## config.mk

```make
export PLATFORM = sky130hd
export DESIGN_NAME = dec_8b10b_sync
export DESIGN_NICKNAME = d
export VERILOG_FILES = /design/src/rtl/dec_8b10b_pkg.sv /design/src/rtl/dec_lut_8b10b.sv /design/src/rtl/dec_8b10b_sync.sv
export SDC_FILE = /design/constraint.sdc
export NUM_CORES = 1
export LEC_CHECK = 0
export CAP_MARGIN = 30
export CORE_MARGIN = 3
export CORE_UTILIZATION = 40
export DETAILED_ROUTE_END_ITERATION = 12
export HOLD_SLACK_MARGIN = 0.08
export SYNTH_ARGS = -nofsm -noshare
export SYNTH_HDL_FRONTEND = slang
export SYNTH_HIERARCHICAL = 1
export SYNTH_SLANG_ARGS = --single-unit
```

## constraint.sdc

```tcl
create_clock -name clk -period 3.5 [get_ports clk]
set_input_delay 0.35 -clock clk [delete_from_list [all_inputs] [get_ports clk]]
set_output_delay 0.35 -clock clk [all_outputs]
set_load 0.02 [all_outputs]
```

## src/rtl/dec_8b10b_pkg.sv

```systemverilog
// Shared types and constants for the 8b/10b receive decoder and sync monitor.
package dec_8b10b_pkg;

    typedef enum logic [1:0] {
        LOS  = 2'd0,
        CHK  = 2'd1,
        SYNC = 2'd2
    } sync_state_t;

    // K28 6b sub-blocks; these are the only 6b patterns a comma can start with
    localparam logic [5:0] K28_6B_RDN = 6'b001111;
    localparam logic [5:0] K28_6B_RDP = 6'b110000;

    // K28.5 full symbols for each entering running disparity
    localparam logic [9:0] K28_5_RDN = 10'h0FA;
    localparam logic [9:0] K28_5_RDP = 10'h305;

endpackage

```

## src/rtl/dec_lut_8b10b.sv

```systemverilog
// Combinational 10b/8b lookup: decoded byte, K flag, code/disparity errors, next RD.
// Disparity checking is compiled in only when DEC_DISP_CHK_EN is defined.
module dec_lut_8b10b
    import dec_8b10b_pkg::*;
(
    input  logic [9:0] symbol,
    input  logic       rd_in,
    output logic [7:0] data,
    output logic       k,
    output logic       code_err,
    output logic       disp_err,
    output logic       rd_out
);

    logic [5:0] sb6;
    logic [3:0] sb4;
    logic [3:0] fb4;
    logic [4:0] val5;
    logic [2:0] val3;
    logic       ok6;
    logic       ok4;
    logic       p7;
    logic       a7;
    logic       k28;
    logic       kx7_6b;
    logic       a7_data_6b;
    logic [2:0] ones6;
    logic [2:0] ones4;
    logic       rd6;

    assign sb6   = symbol[9:4];
    assign sb4   = symbol[3:0];
    assign ones6 = 3'($countones(sb6));
    assign ones4 = 3'($countones(sb4));
    assign k28   = (sb6 == K28_6B_RDN) || (sb6 == K28_6B_RDP);
    // The RD+ form of K28 is the full complement, so its 4b decodes inverted
    assign fb4   = (sb6 == K28_6B_RDP) ? ~sb4 : sb4;

    // 6b sub-block to EDCBA
    always_comb begin
        val5 = 5'd0;
        ok6  = 1'b1;
        case (sb6)
            6'b100111, 6'b011000: val5 = 5'd0;
            6'b011101, 6'b100010: val5 = 5'd1;
            6'b101101, 6'b010010: val5 = 5'd2;
            6'b110001:            val5 = 5'd3;
            6'b110101, 6'b001010: val5 = 5'd4;
            6'b101001:            val5 = 5'd5;
            6'b011001:            val5 = 5'd6;
            6'b111000, 6'b000111: val5 = 5'd7;
            6'b111001, 6'b000110: val5 = 5'd8;
            6'b100101:            val5 = 5'd9;
            6'b010101:            val5 = 5'd10;
            6'b110100:            val5 = 5'd11;
            6'b001101:            val5 = 5'd12;
            6'b101100:            val5 = 5'd13;
            6'b011100:            val5 = 5'd14;
            6'b010111, 6'b101000: val5 = 5'd15;
            6'b011011, 6'b100100: val5 = 5'd16;
            6'b100011:            val5 = 5'd17;
            6'b010011:            val5 = 5'd18;
            6'b110010:            val5 = 5'd19;
            6'b001011:            val5 = 5'd20;
            6'b101010:            val5 = 5'd21;
            6'b011010:            val5 = 5'd22;
            6'b111010, 6'b000101: val5 = 5'd23;
            6'b110011, 6'b001100: val5 = 5'd24;
            6'b100110:            val5 = 5'd25;
            6'b010110:            val5 = 5'd26;
            6'b110110, 6'b001001: val5 = 5'd27;
            6'b001110:            val5 = 5'd28;
            6'b001111, 6'b110000: val5 = 5'd28;
            6'b101110, 6'b010001: val5 = 5'd29;
            6'b011110, 6'b100001: val5 = 5'd30;
            6'b101011, 6'b010100: val5 = 5'd31;
            default:              ok6  = 1'b0;
        endcase
    end

    // 4b sub-block to HGF, separating primary and alternate x.7 forms
    always_comb begin
        val3 = 3'd0;
        ok4  = 1'b1;
        p7   = 1'b0;
        a7   = 1'b0;
        case (fb4)
            4'b1011, 4'b0100: val3 = 3'd0;
            4'b1001:          val3 = 3'd1;
            4'b0101:          val3 = 3'd2;
            4'b1100, 4'b0011: val3 = 3'd3;
            4'b1101, 4'b0010: val3 = 3'd4;
            4'b1010:          val3 = 3'd5;
            4'b0110:          val3 = 3'd6;
            4'b1110, 4'b0001: begin val3 = 3'd7; p7 = 1'b1; end
            4'b0111, 4'b1000: begin val3 = 3'd7; a7 = 1'b1; end
            default:          ok4  = 1'b0;
        endcase
    end

    // 6b codes that may carry the alternate x.7: K23/K27/K29/K30 and D11/13/14/17/18/20
    always_comb begin
        kx7_6b     = 1'b0;
        a7_data_6b = 1'b0;
        case (sb6)
            6'b111010, 6'b000101, 6'b110110, 6'b001001,
            6'b101110, 6'b010001, 6'b011110, 6'b100001: kx7_6b = 1'b1;
            6'b110100, 6'b101100, 6'b011100,
            6'b100011, 6'b010011, 6'b001011:            a7_data_6b = 1'b1;
            default: ;
        endcase
    end

    // Table membership, K classification and byte assembly
    always_comb begin
        code_err = ~ok6 | ~ok4 | (a7 & ~(k28 | kx7_6b | a7_data_6b)) | (p7 & k28);
        k        = ~code_err & (k28 | (kx7_6b & a7));
        data     = code_err ? 8'h00 : {val3, val5};
    end

    // Running disparity: each non-neutral sub-block flips RD, 6b first
    assign rd6    = (ones6 != 3'd3) ? ~rd_in : rd_in;
    assign rd_out = (ones4 != 3'd2) ? ~rd6 : rd6;

`ifdef DEC_DISP_CHK_EN
    logic viol6;
    logic viol4;

    // Positive sub-blocks are illegal at RD+, negative ones at RD-
    always_comb begin
        viol6    = ( rd_in & ((ones6 == 3'd4) || (sb6 == 6'b111000))) |
                   (~rd_in & ((ones6 == 3'd2) || (sb6 == 6'b000111)));
        viol4    = ( rd6 & ((ones4 == 3'd3) || (sb4 == 4'b1100))) |
                   (~rd6 & ((ones4 == 3'd1) || (sb4 == 4'b0011)));
        disp_err = viol6 | viol4;
    end
`else
    assign disp_err = 1'b0;
`endif

endmodule

```

## src/rtl/dec_8b10b_sync.sv

```systemverilog
// Registered 10b/8b decoder with running-disparity tracking and link-sync state machine.
// Optional build macro: DEC_DISP_CHK_EN enables disparity error checking.
module dec_8b10b_sync
    import dec_8b10b_pkg::*;
#(
    parameter int unsigned GOOD_CNT = 4,
    parameter int unsigned ERR_MAX  = 3,
    parameter int unsigned HEAL_CNT = 16
) (
    input  logic       clk,
    input  logic       rst,
    input  logic       in_valid,
    input  logic [9:0] datain,
    output logic       out_valid,
    output logic [7:0] dataout,
    output logic       kout,
    output logic       code_err,
    output logic       disp_err,
    output logic       rdisp,
    output logic       sync
);

    localparam int unsigned GW = $clog2(GOOD_CNT + 1);
    localparam int unsigned EW = $clog2(ERR_MAX + 1);
    localparam int unsigned HW = $clog2(HEAL_CNT + 1);

    logic [7:0]    lut_data;
    logic          lut_k;
    logic          lut_code_err;
    logic          lut_disp_err;
    logic          lut_rd;
    logic          sym_err;
    logic          comma;
    sync_state_t   state;
    logic [GW-1:0] good_cnt;
    logic [EW-1:0] err_cnt;
    logic [HW-1:0] heal_cnt;

    dec_lut_8b10b u_lut (
        .symbol   (datain),
        .rd_in    (rdisp),
        .data     (lut_data),
        .k        (lut_k),
        .code_err (lut_code_err),
        .disp_err (lut_disp_err),
        .rd_out   (lut_rd)
    );

    // Symbol classification for the sync machine
    always_comb begin
        sym_err = lut_code_err | lut_disp_err;
        comma   = ((datain[9:4] == K28_6B_RDN) || (datain[9:4] == K28_6B_RDP)) &&
                  lut_k && !sym_err &&
                  ((lut_data[7:5] == 3'd1) || (lut_data[7:5] == 3'd5) || (lut_data[7:5] == 3'd7));
    end

    // Output register stage; everything but out_valid holds on idle cycles
    always_ff @(posedge clk) begin
        if (rst) begin
            out_valid <= 1'b0;
            dataout   <= 8'h00;
            kout      <= 1'b0;
            code_err  <= 1'b0;
            disp_err  <= 1'b0;
            rdisp     <= 1'b0;
        end else begin
            out_valid <= in_valid;
            if (in_valid) begin
                dataout  <= lut_data;
                kout     <= lut_k;
                code_err <= lut_code_err;
                disp_err <= lut_disp_err;
                rdisp    <= lut_rd;
            end
        end
    end

    // Link sync state machine with lock, error accumulation and healing
    always_ff @(posedge clk) begin
        if (rst) begin
            state    <= LOS;
            sync     <= 1'b0;
            good_cnt <= '0;
            err_cnt  <= '0;
            heal_cnt <= '0;
        end else if (in_valid) begin
            case (state)
                LOS: begin
                    if (comma) begin
                        state    <= CHK;
                        good_cnt <= '0;
                    end
                end
                CHK: begin
                    if (sym_err) begin
                        state    <= LOS;
                        good_cnt <= '0;
                    end else if (good_cnt == GW'(GOOD_CNT - 1)) begin
                        state    <= SYNC;
                        sync     <= 1'b1;
                        good_cnt <= '0;
                        err_cnt  <= '0;
                        heal_cnt <= '0;
                    end else begin
                        good_cnt <= good_cnt + GW'(1);
                    end
                end
                SYNC: begin
                    if (sym_err) begin
                        heal_cnt <= '0;
                        if (err_cnt == EW'(ERR_MAX - 1)) begin
                            state    <= LOS;
                            sync     <= 1'b0;
                            err_cnt  <= '0;
                            good_cnt <= '0;
                        end else begin
                            err_cnt <= err_cnt + EW'(1);
                        end
                    end else if (heal_cnt == HW'(HEAL_CNT - 1)) begin
                        heal_cnt <= '0;
                        if (err_cnt != '0) begin
                            err_cnt <= err_cnt - EW'(1);
                        end
                    end else begin
                        heal_cnt <= heal_cnt + HW'(1);
                    end
                end
                default: begin
                    state <= LOS;
                    sync  <= 1'b0;
                end
            endcase
        end
    end

endmodule

```

Word-level counts from Yosys, hierarchy flattened
Cells that the tools add are included.
Widths: inputs -> output; s select.

storage, ports and cells
  latch bits = 0
  register bits = 25
  bits in read-only memories = 0
  memories kept = 0
  output and inout bits = 14
  logic and storage cells = 200
  input bits = 13
  bits in writable memories = 0

cells by class
  add/subtract/negate cells = 12
  multiply operators = 0
  shifts and indexed selects = 0
  $lt $le $gt $ge = 0
  divide/modulo/power cells = 0
  mux-type cells = 41
  bitwise gates (word level) = 18
  equality and inequality tests = 80
  reduce and logical (&&, ||, !) cells = 39

operators with widths
  kind                count
  $pmux 5 s31         1
  $eq 6x6->1 const B  24
  $eq 6x5->1 const B  14
  $reduce_or 48->1    1
  $eq 6x4->1 const B  7
  $reduce_or 2->1     17
  $eq 4x4->1 const B  7
  $mux 2              11
  $pmux 3 s7          1
  $mux 5              4
  $eq 6x3->1 const B  3
  $eq 4x3->1 const B  4
  $mux 3              5
  $reduce_or 14->1    1
  $mux 1              12
  $reduce_and 6->1    2
  $add 1x1->2         5
  $ne 2x2->1 const B  5
  $pmux 5 s2          1
  $reduce_and 5->1    2
  $add 3x3->3         3
  $ne 3x3->1 const B  3
  $pmux 3 s3          1
  $eq 4x2->1 const B  2
  32 further kinds    54

Logic depth before layout (Yosys ltp)
Gate-level depths: netlist (run 1).

  depth in word-level cells = 16
  depth in mapped cells = 15
  depth with buffers taken out = 13

Cells and area by module
The synthesis (run 1) kept the hierarchy.

modules (own cells, without submodules)
  module          cells an instance  sequential area each (sq um)  instances  area an instance (sq um)
  dec_lut_8b10b   198                0.0                           1          1357.6
  dec_8b10b_sync  136                520.5                         1          1238.7

Worst setup path before layout (run 1)
No wires, ideal clock.

  path kind = in2reg
  start = in datain[4]
  end = reg heal_cnt[3]
  setup slack = -0.022 ns
  path buffers = 1
  arrival time = 3.452 ns
  stages = 14
  library setup time = 0.070 ns
  path through = inv_1 -> ha_1 -> clkbuf_1 -> mux2i_1 -> o22a_1 -> and3_1 -> a41oi_2 -> nor4_4 -> or2_1 -> or4b_4 -> nor3b_4 -> o21ai_2 -> or4_1 -> a21oi_1

between the ends
  cells in the longest elaborated chain, start to end = 11
  elaborated cells between the ends (all ways) = 90
  classes of those cells = 63 x eq/ne; 9 x mux; 10 x bitwise; 8 x reduce/logical

ends and longest elaborated chain
  what                                                             RTL line                                                       text
  from (decl)                                                      dec_8b10b_sync.sv:13                                           input logic [9:0] datain,
  $eq 6x6->1, or another cell as far along                         dec_lut_8b10b.sv:35, dec_lut_8b10b.sv:37, dec_lut_8b10b.sv:43
  $mux 4 or $reduce_or 8->1 (tied branches)                        dec_lut_8b10b.sv:37, dec_lut_8b10b.sv:105
  $eq 4x4->1, or another cell as far along                         dec_lut_8b10b.sv:87                                            case (fb4)
  $reduce_or 14->1 (no source line) or $or 1x1->1 (tied branches)  n/a
  $mux 1 or $or 1x1->1 (tied branches)                             dec_lut_8b10b.sv:87, dec_lut_8b10b.sv:116
  $not 1->1                                                        dec_lut_8b10b.sv:116                                           code_err = ~ok6 | ~ok4 | (a7 & ~(k28 | kx7_6b | a7_data_6b)) | (p7 & k28);
  $or 1x1->1 or $and 1x1->1 (tied branches)                        dec_lut_8b10b.sv:116
  $or 1x1->1                                                       dec_lut_8b10b.sv:116
  $or 1x1->1 *                                                     dec_lut_8b10b.sv:116
  net lut_code_err                                                 dec_8b10b_sync.sv:29                                           logic lut_code_err;
  $ne 2x2->1 (no source line) or $mux 5 (tied branches)            n/a
  $reduce_and 4->1 (no source line) or $pmux 5 s2 (tied branches)  n/a
  to (signal assigned)                                             dec_8b10b_sync.sv:125                                          heal_cnt <= heal_cnt + HW'(1);
  to (decl)                                                        dec_8b10b_sync.sv:37                                           logic [HW-1:0] heal_cnt;

The timed path passes the listed nets; every way through them passes the cells marked *.
A chain may end at the register's enable or synchronous reset.

Final worst setup path (run 1)
  start = in datain[5]
  end = reg heal_cnt[3]

The elaborated chain is that of the path after synthesis.

==> metrics.cfg, run 1 <==
[outcome]
status = completed

[drt]
ant_nets = 0
dr.pass1.iters = 5
vias = 2821
totalWireLength_um = 7550
dr.first_iter.drc_count = 241
drc_errors = 0
wl_per_cell_um = 15.35
vias_per_cell = 5.734

[sta]
max_freq_ghz = 0.2968
post-route-min-period_ns = 3.369
tns_ns = 0
holdWs_ns = 0.4770
slew_viol_final = 0
rsz0062_at_grt = false
setup_viol = 0
clock_skew_ns = 0.004470
fin_ws_ns = 0.1308
finalHoldViolCount = 0
fin_crit_sh_pct = 96.26
max_slew.worst_pin.slew_ns = 0.6579
slew_headroom_pct = 55.01

[critical_path]
reg2reg_depth = 5
critPathMaxFanout = 4
r2r_end = heal_cnt[3]$_SDFFE_PP0P_
r2r_setup_slack_ns = 1.49
cp-end-kind = register
worstReg2RegStart = state[0]$_SDFFE_PP0P_
worstPathArrival_ns = 3.57
crit_type = in -> reg
startpoint_type = input pin
crit_required_ns = 3.70

[floorplanning]
rows = 28
coreArea_um2 = 6096
ios = 27
dieWidth_um = 86.57
die_area_um2 = 7494
floorplan.initialDensity_pct = 42.59
die_h_um = 86.57

[logic_synthesis]
synth_area_um2 = 2596
synth-edff-count = 0
async_flop_share_pct = 0
avgSynthCellArea_um2 = 7.773
ys_seq_area_share_pct = 20.05
ys_warn_count = 6
postSynthNetCount = 363
synth-main-ff-cell = dfxtp_1
yosys.cell_types.count = 70
synthCells = 334
ys_seq_elements = 26

[clock_tree]
cts_buffer_depth = 2
cts_root_buffer = clkbuf_8
cts_htree_levels = 1
clkLatencyLatePin_ns = 0.27
cts_tree = done
clkSinkCount = 26
post_cts_buffers = 0
clk_pin_slew_worst_paths_ns = 0.08
cts_made_buffers = 3
ctsHoldBuffers = 0

[finish]
layout_commonest_cell = buf_4
fill_cells = 612
diodes = 0
syn_to_final_growth_pct = 34.75
drive_above_1_share_pct = 26.86
nets = 448
final_cell_mix = buf_4 (72), nor2_1 (32), dfxtp_1 (26), nand2_1 (24)
stdcell_count = 492

[global_routing]
grt_pass1_vias = 2708
grt_pass1_wl_um = 12740
track_usage_pct = 20.90
grt-ovfl-total = 0
antenna_found_initial = 0
grt_max_degree = 17

[pwr]
power.total_uw = 837.9
vdd_drop_max_uv = 181.7
p_sw_uw = 275.8
cellPowerDensity_nw_per_um2 = 239.5
clkPwrFrac_pct = 19.7
internal_power_uw = 562.1
power_frac_comb_pct = 42.8
p_sw_share_pct = 32.92
cellLeakagePower_uw = 0.001422
p_seq_share_pct = 37.5

[hold_path]
min_path_cells = 1
hp-start = heal_cnt[4]$_SDFFE_PP0P_
min-delay-path-class = reg -> reg
holdPathEnd = heal_cnt[4]$_SDFFE_PP0P_

[placed_design]
dp_hpwl_um = 5887
port_buffers = 26
finalWeightedCongestion = 0.9634
post-place-ws_ns = -0.5449
dp.cells = 487

[flow_run]
max_cap_viol_count = 0

==> power by group through the flow <==
stage,combinational (uW),clock (uW),sequential [uW]
5_1_grt,396,182,316
3_5_place_dp,345,0,321
6_report,359,165,314
2_1_floorplan,185,0,335
4_1_cts,354,172,315
3_3_place_gp,342,0,321
==> routing by layer <==
| layer | vias up | track usage (%) | wire length [um] |
|---|---|---|---|
| li1 | 1390 | - | - |
| met1 | 1326 | 30.24 | 3712 |
| met2 | 96 | 32.13 | 3352 |
| met3 | 9 | 3.422 | 391 |
| met4 | 0 | 5.524 | 93 |
| met5 | - | 0 | 0 |
==> worst max-delay path: stages <==
cell           delay [ns]
dlygate4sd2_1        0.26
ha_2                 0.20
or3b_4               0.38
o22a_1               0.20
and3_1               0.19
a41oi_2              0.21
nor4_4               0.05
or2_1                0.23
or4b_4               0.54
nor3b_4              0.21
o21ai_2              0.10
or4_1                0.48
a21oi_1              0.16
==> Yosys cell counts (4+ instances only) <==
cell       n  area [um2]
a21oi_1   23       115.1
buf_2      5       25.02
buf_4      5       37.54
buf_6      4       45.04
clkbuf_1   9       33.78
dfxtp_1   26       520.5
fa_1       4       80.08
ha_1      12       150.1
inv_1     15       56.30
mux2i_1   17       170.2
nand2_1   24       90.09
nand2b_1  18       112.6
nand3_1    7       35.03
nand3b_1   8       60.06
nand4_1    4       25.02
nor2_1    32       120.1
nor2b_1    4       25.02
nor3_1    12       60.06
nor3b_1    4       30.03
o211ai_1   6       45.04
o21ai_0   21       105.1
o32ai_1    4       35.03
==> registers in the layout, summed over array words and instances (netlist names) <==
signal and count:
good_cnt 3, heal_cnt 5, err_cnt 2, disp_err 1, sync 1, state 2
out_valid 1, kout 1, code_err 1, rdisp 1, dataout 8
==> cells by family (layout without fill, tap and decap cells) <==
family / after synthesis / count (layout) / share of synthesized area, %
xor+xnor: 3 / 3 / 1.012
flops: 26 / 26 / 20.05
other cells: 1 / 1 / 0.1444
simple gates: 138 / 138 / 30.41
mux: 17 / 17 / 6.554
buf+inv: 39 / 122 / 7.759
compound gates: 94 / 94 / 25.21
fa+ha+maj: 16 / 16 / 8.867
==> layout make-up <==
class	instances	area (um2)	share of cell area [%]
multi-input combinational	269	1918	54.83
timing repair buffer	103	864.6	24.71
sequential	26	520.5	14.88
tap	75	93.84	2.682
inverter	16	60.06	1.717
clock buffer	3	41.29	1.180
==> through the flow <==
stage	area [um2]	utilization (%)
after global placement	3372	55.32
final	3498	57.39
after floorplan	2597	-
after global routing	3498	57.39
after CTS	3481	57.10
after detailed placement	3372	55.32
==> what timing repair did <==
item | in CTS | in global routing
pin swaps | 1 | 2
endpoints found under the hold margin | 0 | 0
resized for setup | 14 | 11
setup endpoints to repair | 6 | 6
cloned | 1 | 1
==> worst max-delay path by stage <==
stage              start                  endpoint  slack [ns]  depth (start not counted)
2_1_floorplan  datain[4]  heal_cnt[3]$_SDFFE_PP0P_        0.02                         13
3_3_place_gp   datain[4]  heal_cnt[3]$_SDFFE_PP0P_       -0.42                         14
3_5_place_dp   datain[5]  heal_cnt[3]$_SDFFE_PP0P_       -0.54                         13
4_1_cts        datain[9]  heal_cnt[3]$_SDFFE_PP0P_        0.02                         12
5_1_grt        datain[5]  heal_cnt[3]$_SDFFE_PP0P_       0.005                         13
6_report       datain[5]  heal_cnt[3]$_SDFFE_PP0P_        0.13                         13
(Power assumes the default switching activity.)
==> inputs of run 2 (changes only) <==
Settings changed: CORE_UTILIZATION 40 to 45, PLACE_DENSITY set to 0.68, RECOVER_POWER set to 25.
==> run 2 against run 1 <==
  * Global-route usage increased by 2.3 points
  * Maximum frequency increased by 1.3%
  * Non-clock buffer count decreased by 4
  * Via count decreased by 2.8%
  * Critical path type unchanged
  * Largest cell class unchanged
==> metrics.cfg, run 2 (synthesis gave the netlist of run 1 again) <==
[critical_path]
critPathMaxFanout = 4
slowest_stage = or4b_4
r2r_end = err_cnt[0]$_SDFFE_PP0P_
cp.depth = 14
crit_family = simple AND/OR/NAND/NOR gates
worst-path-buf-inv = 2
cp-startpoint = datain[5]
crit_required_ns = 3.65
worstPathArrival_ns = 3.48
worstReg2RegStart = state[0]$_SDFFE_PP0P_
endpoint = err_cnt[0]$_SDFFE_PP0P_
crit_type = in -> reg
reg2reg_depth = 6
r2r_setup_slack_ns = 1.54
startpoint_type = input pin
crit_chain = dlygate4sd2_1 -> ha_1 -> or3b_4 -> o22a_1 -> and3_1 -> a41oi_2 -> nor4_4 -> or2_1 -> or4b_4 -> nor3b_4 -> buf_4 -> o211a_2 -> mux2i_1 -> a21oi_1
cpPeakStageDelay_ns = 0.54
cp-end-kind = register

[drt]
vias = 2741
drc_errors = 0
dr.pass1.iters = 4
totalWireLength_um = 7349
dr.first_iter.drc_count = 132
ant_nets = 0
wl_per_cell_um = 15.12
vias_per_cell = 5.640

[finish]
syn_to_final_growth_pct = 34.17
fin_area_um2 = 3483
seq_area_um2 = 520.5
fill_cells = 518
layout_commonest_cell = buf_4
fin_util_pct = 62.87
nets = 444
largest_reg_flops = 8
top_regs = dataout (8), heal_cnt (5), good_cnt (3)
multi_input_area_um2 = 1927
largest-register = dataout
final_cell_mix = buf_4 (68), nor2_1 (32), dfxtp_1 (26), nand2_1 (24), a21oi_1 (22)
drive_above_1_share_pct = 26.09
diodes = 0

[sta]
max_freq_ghz = 0.3007
finalHoldViolCount = 0
setup_viol = 0
max_slew.worst_pin.slew_ns = 0.7231
fin_crit_sh_pct = 95.00
slew_headroom_pct = 50.54
clock_skew_ns = 0.006995
holdWs_ns = 0.4835
post-route-min-period_ns = 3.325
slew_viol_final = 0
rsz0062_at_grt = false

[pwr]
power_frac_comb_pct = 40.7
vdd_drop_max_uv = 228.0
p_sw_share_pct = 32.79
power.total_uw = 860.0
clkPwrFrac_pct = 22.7
cellPowerDensity_nw_per_um2 = 246.9
p_seq_share_pct = 36.6
p_sw_uw = 282.0
internal_power_uw = 578.1
cellLeakagePower_uw = 0.001448

[clock_tree]
cts_tree = done
cts_root_buffer = clkbuf_8
clkSinkCount = 26
cts_htree_levels = 1
clkLatencyLatePin_ns = 0.28
cts_buffer_depth = 2
ctsHoldBuffers = 0
cts_made_buffers = 3
clk_pin_slew_worst_paths_ns = 0.09

[floorplanning]
coreArea_um2 = 5540
rows = 27
die_h_um = 81.96
floorplan.initialDensity_pct = 46.86
ios = 27
dieWidth_um = 81.96
die_area_um2 = 6717

[hold_path]
min_path_cells = 1
min-delay-path-class = reg -> reg

[global_routing]
grt_use_met1_pct = 34.51
met2_usage_pct = 36.67
grt-ovfl-total = 0
use_met3_pct = 2.632
antenna_found_initial = 0
track_usage_pct = 23.22
grt_pass1_wl_um = 12430
grt_max_degree = 19
grt_busiest_layer = met2
grt_pass1_vias = 2489

[placed_design]
finalWeightedCongestion = 1.007
placed_area_um2 = 3338
port_buffers = 26
dp_hpwl_um = 5909

[flow_run]
max_cap_viol_count = 0

[outcome]
status = completed

## run 2: changes by cell type in the layout (fill, tap and decap cells not counted), moves of 2 or more
cell | before | now
buf_4 | 72 | 68
dlymetal6s2s_1 | 1 | 4
dlygate4sd2_1 | 3 | 1
o32ai_2 | 1 | 3
clkdlybuf4s50_1 | 20 | 10
dlygate4sd3_1 | 0 | 10
buf_6 | 2 | 5
o32ai_1 | 3 | 1
## run 2: what timing repair did
action | in CTS | in global routing
resized for setup | 12 | 12
setup buffers | 0 | 2
pin swaps | 2 | 1
setup endpoints to repair | 5 | 6
## run 2: how the worst min path moves through the flow
stage,from,end,slack [ns]
floorplan,heal_cnt[1]$_SDFFE_PP0P_,heal_cnt[1]$_SDFFE_PP0P_,0.45
global placement,heal_cnt[4]$_SDFFE_PP0P_,heal_cnt[4]$_SDFFE_PP0P_,0.47
detailed placement,heal_cnt[4]$_SDFFE_PP0P_,heal_cnt[4]$_SDFFE_PP0P_,0.47
CTS,heal_cnt[4]$_SDFFE_PP0P_,heal_cnt[4]$_SDFFE_PP0P_,0.49
global route,heal_cnt[4]$_SDFFE_PP0P_,heal_cnt[4]$_SDFFE_PP0P_,0.50
finish,heal_cnt[4]$_SDFFE_PP0P_,heal_cnt[4]$_SDFFE_PP0P_,0.48
## run 2: layer usage
layer	share of wire (%)	wire (um)	up-vias
met2	45	3341	56
li1	-	-	1391
met1	50	3659	1288
met4	1.1	83	0
met5	0	0	-
met3	3.6	265	6
## run 2: area by class of cell
type	count	share of cell area (%)
timing repair buffer	99	23.85
tap	72	2.586
clock buffer	4	1.580
inverter	16	1.724
multi-input combinational	269	55.32
sequential	26	14.94
## run 2: per-stage QoR
stage	setup WS, ns	cells	TNS (ns)
5_1_grt	0.04546	486	0
3_3_place_gp	-0.3794	480	-1.989
4_1_cts	0.02548	484	0
2_1_floorplan	0.02043	334	0
3_5_place_dp	-0.4262	480	-2.489
6_report	0.1749	486	0
## run 2: power groups by stage
stage                     clock [uW]  sequential [uW]  combinational (uW)
after floorplan                    0              335                 185
after global placement             0              322                 339
after detailed placement           0              322                 343
after CTS                        199              315                 349
after global routing             215              317                 388
final                            195              315                 350
==> inputs of run 3 (changes only) <==
Settings changed: GPL_TIMING_DRIVEN set to 0.
==> run 3 against run 2 <==
  * Clock-buffer cell count fell by 1
  * Clock power fell by 14%
  * First-iteration DRC count rose by 110%
  * Highest routed layer unchanged
  * Critical path depth rose by 1
==> metrics.cfg, run 3 (synthesis gave the netlist of run 1 again) <==
[outcome]
status = completed

[global_routing]
grt_max_degree = 14
track_usage_pct = 21.76
antenna_found_initial = 0
grt_pass1_vias = 2392
grt_pass1_wl_um = 11630
grt-ovfl-total = 0

[critical_path]
crit_required_ns = 3.70
r2r_end = heal_cnt[0]$_SDFFE_PP0P_
crit_type = in -> reg
crit_chain = buf_4 -> ha_2 -> buf_6 -> or3b_4 -> o22a_1 -> and3_4 -> a41oi_4 -> nor4_4 -> or2_4 -> or4b_4 -> nor3b_4 -> o21ai_4 -> buf_6 -> or3_1 -> a21oi_1
worstReg2RegStart = state[0]$_SDFFE_PP0P_
cpPeakStageDelay_ns = 0.54
slowest_stage = or4b_4
reg2reg_depth = 6
cp-startpoint = datain[4]
worstPathArrival_ns = 3.62
crit_top_cell = buf_6
startpoint_type = input pin
critPathMaxFanout = 5
r2r_setup_slack_ns = 1.44
cp-end-kind = register

[drt]
dr.pass1.iters = 5
vias_per_cell = 5.912
wl_per_cell_um = 15.79
vias = 2696
ant_nets = 0
totalWireLength_um = 7201
drc_errors = 0
dr.first_iter.drc_count = 273

[clock_tree]
cts_htree_levels = 1
cts_buffer_depth = 2
cts_root_buffer = clkbuf_8
clk_pin_slew_worst_paths_ns = 0.08
cts_made_buffers = 3
cts_tree = done
ctsHoldBuffers = 0
clkLatencyLatePin_ns = 0.27
clkSinkCount = 26

[sta]
fin_ws_ns = 0.07693
finalHoldViolCount = 0
fin_crit_sh_pct = 97.80
post-route-min-period_ns = 3.423
max_freq_ghz = 0.2921
clock_skew_ns = 0.004907
max_slew.worst_pin.slew_ns = 0.6782
holdWs_ns = 0.4835
setup_viol = 0
slew_headroom_pct = 54.78
slew_viol_final = 0

[placed_design]
dp.cells = 431
post-place-ws_ns = -1.007
port_buffers = 25
dp_hpwl_um = 5010
finalWeightedCongestion = 0.9374

[floorplanning]
floorplan.initialDensity_pct = 46.86
die_h_um = 81.96
dieWidth_um = 81.96
die_area_um2 = 6717
ios = 27
rows = 27
coreArea_um2 = 5540

[pwr]
vdd_drop_max_uv = 176.6
cellPowerDensity_nw_per_um2 = 246.4
clkPwrFrac_pct = 20.8
internal_power_uw = 531.3
power.total_uw = 807.6
p_sw_uw = 276.4
power_frac_comb_pct = 40.3
cellLeakagePower_uw = 0.001254
p_sw_share_pct = 34.22
p_seq_share_pct = 38.9

[finish]
drive_above_1_share_pct = 21.35
top_regs = dataout (8), heal_cnt (5), good_cnt (3)
largest-register = dataout
stdcell_count = 456
final_cell_mix = nor2_1 (31), dfxtp_1 (26), buf_4 (26), nand2_1 (24), a21oi_1 (22)
fin_util_pct = 59.17
nets = 415
fill_cells = 507
syn_to_final_growth_pct = 26.26
diodes = 0
layout_commonest_cell = nor2_1
largest_reg_flops = 8

[flow_run]
max_cap_viol_count = 0

[hold_path]
hp-start = heal_cnt[1]$_SDFFE_PP0P_
min-delay-path-class = reg -> reg
min_path_cells = 2
holdPathEnd = heal_cnt[1]$_SDFFE_PP0P_

run 3: cell types whose count changed in the layout (fill, tap and decap cells not counted), moves of 2 or more:
cell            previous run  this run
buf_4                     68        26
buf_6                      5        10
clkbuf_1                   0         7
buf_2                      0         2
inv_1                     14        12
dlymetal6s2s_1             4         0
clkbuf_2                   1         4
run 3: repair_timing:
action,CTS,global route
resized for setup,33,23
gates cloned,0,1
pin swaps,7,14
setup endpoints to repair,14,6
setup buffers,9,12
run 3: worst max-delay path, delay by kind of cell:
kind | cells | cell delay (ns)
fa+ha+maj | 1 | 0.17
compound gates | 4 | 0.69
buf+inv | 3 | 0.35
simple gates | 7 | 2.06
run 3: layout make-up:
class,count,area (um2),share of cell area (%)
clock buffers,3,41.29,1.260
plain buffers,23,171.4,5.229
flip-flops and latches,26,520.5,15.88
multi-input cells,269,1991,60.73
repair buffers,47,400.4,12.21
inverters,16,63.81,1.947
well taps,72,90.09,2.748
run 3: stage by stage:
stage                     setup TNS (ns)  cell area, um2
final                                  0            3278
after global routing            -0.02933            3278
after CTS                              0            3149
after detailed placement          -9.015            2938
after global placement            -8.852            2938
after floorplan                        0            2597
run 3: power groups by stage:
| stage | logic (uW) | clock network, uW | registers, uW |
|---|---|---|---|
| after floorplan | 185 | 0 | 335 |
| after global placement | 283 | 0 | 322 |
| after detailed placement | 287 | 0 | 322 |
| after CTS | 307 | 171 | 315 |
| after global routing | 356 | 187 | 316 |
| final | 325 | 168 | 315 |
run 3: worst max-delay path by stage:
| stage | slack, ns | endpoint | cells past startpoint |
|---|---|---|---|
| floorplan | 0.02 | heal_cnt[3]$_SDFFE_PP0P_ | 13 |
| global placement | -1.00 | heal_cnt[3]$_SDFFE_PP0P_ | 15 |
| detailed placement | -1.01 | heal_cnt[3]$_SDFFE_PP0P_ | 15 |
| CTS | 0.02 | heal_cnt[3]$_SDFFE_PP0P_ | 14 |
| global route | -0.02 | heal_cnt[0]$_SDFFE_PP0P_ | 15 |
| finish | 0.08 | heal_cnt[0]$_SDFFE_PP0P_ | 15 |
run 3: per-layer routing:
metal | wire (um) | track usage [%] | vias to the layer above
li1 | - | - | 1336
met2 | 3146 | 31.42 | 127
met4 | 168 | 5.150 | 0
met3 | 494 | 3.947 | 18
met5 | 0 | 0 | -
met1 | 3391 | 33.02 | 1215
